--- config.mk ---
export PLATFORM = sky130hd
export DESIGN_NAME = srt_div_core
export DESIGN_NICKNAME = d
export VERILOG_FILES = /design/src/rtl/srt_div_core.sv
export SDC_FILE = /design/constraint.sdc
export NUM_CORES = 1
export LEC_CHECK = 0
export BUFFER_PORTS_ARGS = -buffer_cell sky130_fd_sc_hd__buf_2
export CELL_PAD_IN_SITES_DETAIL_PLACEMENT = 0
export CELL_PAD_IN_SITES_GLOBAL_PLACEMENT = 2
export CORE_ASPECT_RATIO = 1.4
export CORE_MARGIN = 5
export CORE_UTILIZATION = 39
export CTS_CLUSTER_DIAMETER = 100
export DETAILED_ROUTE_END_ITERATION = 10
export PLACE_DENSITY_LB_ADDON = 0.1
export SLEW_MARGIN = 20
export SYNTH_ARGS = -nofsm -noshare
export SYNTH_HDL_FRONTEND = slang
export SYNTH_SLANG_ARGS = --single-unit
export TNS_END_PERCENT = 5
--- constraint.sdc ---
create_clock -name clock -period 12.8 [get_ports clock]
set_clock_uncertainty 0.05 [all_clocks]
set_input_delay 2.56 -clock clock [delete_from_list [all_inputs] [get_ports clock]]
set_output_delay 2.56 -clock clock [all_outputs]
set_load 0.1 [all_outputs]
--- src/rtl/srt_div_core.sv ---
// srt_div_core: 32-bit iterative radix-4 divider (signed/unsigned), fixed 18-cycle accept-to-result latency.
module srt_div_core (
  input  logic        clock,
  input  logic        reset,
  output logic        input_ready,
  input  logic        input_valid,
  input  logic [31:0] input_bits_dividend,
  input  logic [31:0] input_bits_divisor,
  input  logic        input_bits_signIn,
  output logic        output_valid,
  output logic [31:0] output_bits_reminder,
  output logic [31:0] output_bits_quotient
);
  typedef enum logic [2:0] {IDLE, PRE, ITER, POST, DONE} state_t;
  state_t state, stateNext;
  logic [31:0] dividendRaw, dividendShift, divisorAbs, quo, rem, remNext;
  logic [31:0] absA, absB, quotientReg, reminderReg;
  logic        negQ, negR, divZero, accept;
  logic [3:0]  count;
  logic [1:0]  digit;
  logic [33:0] shifted;
  logic [34:0] diff1, diff2, diff3;
  assign accept = input_valid & input_ready;
  assign input_ready = (state == IDLE) | (state == DONE);
  assign output_valid = state == DONE;
  assign output_bits_quotient = quotientReg;
  assign output_bits_reminder = reminderReg;
  assign absA = (input_bits_signIn & input_bits_dividend[31]) ? -input_bits_dividend : input_bits_dividend;
  assign absB = (input_bits_signIn & input_bits_divisor[31]) ? -input_bits_divisor : input_bits_divisor;
  // One radix-4 step: pick the largest digit in 0..3 that keeps the partial remainder non-negative.
  always_comb begin
    shifted = {rem, dividendShift[31:30]};
    diff1 = {1'b0, shifted} - {3'b0, divisorAbs};
    diff2 = {1'b0, shifted} - {2'b0, divisorAbs, 1'b0};
    diff3 = {1'b0, shifted} - ({2'b0, divisorAbs, 1'b0} + {3'b0, divisorAbs});
    digit = !diff3[34] ? 2'd3 : !diff2[34] ? 2'd2 : !diff1[34] ? 2'd1 : 2'd0;
    remNext = !diff3[34] ? diff3[31:0] : !diff2[34] ? diff2[31:0] : !diff1[34] ? diff1[31:0] : shifted[31:0];
  end
  always_comb begin
    stateNext = state;
    case (state)
      IDLE:    stateNext = accept ? PRE : IDLE;
      PRE:     stateNext = ITER;
      ITER:    stateNext = (count == 4'd14) ? POST : ITER;
      POST:    stateNext = DONE;
      default: stateNext = accept ? PRE : IDLE;
    endcase
  end
  always_ff @(posedge clock) begin
    if (reset) begin
      state <= IDLE;
      quotientReg <= '0;
      reminderReg <= '0;
    end else begin
      state <= stateNext;
      if (accept) begin
        dividendRaw <= input_bits_dividend;
        dividendShift <= absA;
        divisorAbs <= absB;
        negQ <= input_bits_signIn & (input_bits_dividend[31] ^ input_bits_divisor[31]);
        negR <= input_bits_signIn & input_bits_dividend[31];
        divZero <= input_bits_divisor == '0;
        rem <= '0;
        quo <= '0;
        count <= '0;
      end
      // PRE issues the first of the 16 steps so the busy window stays at 17 cycles.
      if (state == PRE || state == ITER) begin
        rem <= remNext;
        quo <= {quo[29:0], digit};
        dividendShift <= {dividendShift[29:0], 2'b00};
        count <= (state == ITER) ? count + 4'd1 : count;
      end
      if (state == POST) begin
        quotientReg <= divZero ? '1 : negQ ? -quo : quo;
        reminderReg <= divZero ? dividendRaw : negR ? -rem : rem;
      end
    end
  end
endmodule

==> flow_summary.yaml <==
clocking:
  clk_latency_ps: 550
  holdBufCountCts: 0
  numClockSinks: 234
  h-tree-depth: 1
  cts_setup_buffers: 0
  clkTransAtPathRegs_ps: 60
  cts_tree: "yes"
  cts_resized: 0
  clockBufferDepth: 3
  cts_made_buffers: 26
  cts_root_buffer: "clkbuf_16"
floorplanning:
  rows: 92
  die_area_sq_um: 49900
  io_pins: 134
  core_area_sq_um: 45010
  die_h_um: 262.3
  initial_utilization: 0.3941
  die_x_um: 190.2
detailed_routing:
  ant_nets: 0
  dr.pass1.iters: 5
  wl_per_cell_um: 19.82
  avgViaCountPerCell: 5.511
  vias: 14900
  route.detailed.drc: 0
  routed_wl_um: 53590
  detail_route.iter0.violations: 882
synth:
  async_reset_ff_frac: 0
  synth-main-ff-cell: "edfxtp_1"
  synthesis.nets: 2192
  netlist_area_sq_um: 17740
  synth_top_area_cell: "edfxtp_1"
  synth.avg_cell_area_sq_um: 8.945
  synth_top_area_share: 0.2827
  synth.top_cells.by_area: "edfxtp_1 (28%), ha_1 (7.6%), dfxtp_1 (7.6%), xor2_1 (5.1%), nand2_1 (5.1%)"
  ys_ff_latch: 234
  synth_edf_count: 167
  ys_seq_area_frac: 0.3584
  yosys_warnings: 0
  synthCells: 1983
  ys_types: 79
worst_setup_path:
  critPathKind: "input port to flop"
  crit_cells: 10
  crit_path_start_kind: "input port"
  cp-end-kind: "flop"
  cp_max_fo: 4
  reg2reg_from: "rem[0]"
  path_delay_family: "simple AND/OR/NAND/NOR gates"
  cp_common_cell: "or4_1"
  cp.required_ps: 13010
  critPathCapture: "dividendShift[30]"
  setup.worst_path.start: "input_bits_dividend[8]"
  worstRegToRegCells: 13
  cp_slowest_cell: "or4_1"
  reg2reg_slack_ps: 7970
  cp_num_buf_inv: 1
  reg2reg_to: "rem[31]"
  cpPeakStageDelay_ps: 590
  worstPathArrival_ps: 5520
  path_cells: "buf_2, or4_1, or4_1, nor3_1, nand2_1, or4_1, nor3_1, a21oi_1, xnor2_1, o21ai_0"
timing:
  worst_slew_pin_slew_ps: 1227
  setup_slack_ps: 7496
  relSlewSlack: 0.1764
  slew_viol_final: 0
  fin_crit_ps: 5304
  finalCritPeriodShare: 0.4144
  setup_tns_ps: 0
  final_hold_viol_count: 0
  hold_ws_ps: 398.8
  setup-violations-final: 0
  max_freq_ghz: 0.1885
  rsz0062_at_grt: "false"
power:
  switchingPower_w: 0.001262
  fin_total_pwr_w: 0.003117
  p_int_w: 0.001854
  clkPwrFrac: 0.237
  ir_drop_mv: 0.1069
  switching_share: 0.4050
  p_leak_nw: 7.839
  p_per_area_nw_per_um2: 157.2
  p_seq_frac: 0.323
  pwr-share-comb: 0.440
finish:
  n_antenna_cell: 0
  layoutNonFillerInstCount: 2704
  multi_input_area_sq_um: 10800
  area_growth_pct: 11.78
  fill_cells: 4538
  drive_gt1_frac: 0.1080
  seqCellArea_sq_um: 6356
  fin_nets: 2282
placement:
  io_buffers: 133
  pre_cts_slack_ps: 6928
  placed_cells: 2656
  place_congestion: 0.8822
  hpwl_um: 41660
global_route:
  grt_pass1_wl_um: 82990
  grt_max_degree: 97
  antenna_found_initial: 0
  grt_use_total: 0.2067
  first_global_vias: 14720
  grt_overflow: 0
outcome:
  status: "finished clean"
job:
  timing.max_cap.violations: 0
worst_hold_path:
  hold_path.class: "flop to flop"
[layout by cell type (no fill, tap or decap), types with 31 or more instances in the layout]
| master | count |
|---|---|
| nand2_1 | 239 |
| nor2_1 | 145 |
| o31ai_1 | 33 |
| xnor2_1 | 90 |
| a21o_1 | 53 |
| ha_1 | 108 |
| edfxtp_1 | 167 |
| nor3_1 | 49 |
| o21ai_0 | 154 |
| dfxtp_1 | 67 |
| fa_1 | 33 |
| nand2b_1 | 31 |
| a21oi_1 | 140 |
| inv_1 | 81 |
| buf_2 | 133 |
| xor2_1 | 104 |
| and2_1 | 37 |
[Yosys cell counts, drive strengths merged, types with 4 or more instances]
cell type and instances:
a2111oi 5, a211o 5, a211oi 25, a21o 53, a21oi 141, a31o 7
a31oi 16, a32o 5, a41oi 4, and2 39, and3 14, buf 12
clkbuf 73, dfxtp 67, edfxtp 167, fa 33, ha 108, inv 81
mux2 11, mux2i 18, nand2 239, nand2b 31, nand3 21, nand4 15
nor2 145, nor2b 15, nor3 50, nor3b 4, nor4 15, o2111ai 4
o211ai 21, o21a 14, o21ai 156, o21bai 7, o221ai 5, o22ai 25
o31ai 34, o41ai 15, or2 9, or3 20, or4 17, xnor2 90
xor2 104
[sequential cells by signal, summed over array words and instances, names as in the netlist, 3 cells and up]
| name | count |
|---|---|
| dividendRaw | 32 |
| quo | 32 |
| count | 4 |
| state | 3 |
| output_bits_quotient | 32 |
| dividendShift | 32 |
| rem | 32 |
| output_bits_reminder | 32 |
| divisorAbs | 32 |
[how the worst min path moves through the flow]
stage	startpoint	endpoint	slack [ps]	cells after the start
2_1_floorplan	dividendShift[29]	dividendShift[31]	430	2
3_3_place_gp	output_bits_reminder[15]	output_bits_reminder[15]	390	2
3_5_place_dp	output_bits_reminder[19]	output_bits_reminder[19]	390	2
4_1_cts	output_bits_reminder[19]	output_bits_reminder[19]	400	2
5_1_grt	output_bits_reminder[15]	output_bits_reminder[15]	410	2
6_report	output_bits_reminder[17]	output_bits_reminder[17]	400	2
[logic make-up after synthesis]
family	after synthesis	share of synthesized area
AND/OR/NAND/NOR	646	0.1737
adder cells (fa/ha/maj)	141	0.1134
AO/OA/AOI/OAI	572	0.2062
XOR/XNOR	194	0.09580
buffers and inverters	167	0.03541
flip-flops	234	0.3584
multiplexers	29	0.01714
[worst reg2reg max path, delay by kind of cell, from the launching register on]
kind	cells	cell delay, ps
adders and majority gates	2	840
and+or+nand+nor	2	400
buffers and inverters	2	230
DFF	1	550
AOI/OAI and AO/OA	7	2540
[power by group through the flow]
stage | clock network (W) | logic [W] | registers [W]
floorplan | 0 | 0.000976 | 0.00102
global placement | 0 | 0.00137 | 0.00102
detailed placement | 0 | 0.00137 | 0.00102
CTS | 0.000759 | 0.00137 | 0.00101
global route | 0.000786 | 0.00152 | 0.00102
finish | 0.000738 | 0.00137 | 0.00101
[routing by layer]
layer | GRT usage | up-vias | wire length (um)
met4 | 0.04409 | 0 | 1017
met3 | 0.01767 | 50 | 1674
met5 | 0 | - | 0
met2 | 0.3661 | 275 | 26590
li1 | - | 7405 | -
met1 | 0.2758 | 7173 | 24310
[area by class of cell]
class,instances,area share
well taps,611,0.03856
flip-flops and latches,234,0.3206
multi-input cells,1582,0.5446
inverters,82,0.01552
repair buffers,147,0.03887
clock buffers,40,0.03963
clock inverters,8,0.002209
[per-stage QoR]
stage	cell area (sq um)	util
final	19830	0.4405
after global routing	19830	0.4405
after CTS	19830	0.4405
after detailed placement	19000	0.4221
after global placement	19000	0.4221
after floorplan	17740	-
Note: power is estimated with default switching activity, not from simulation.
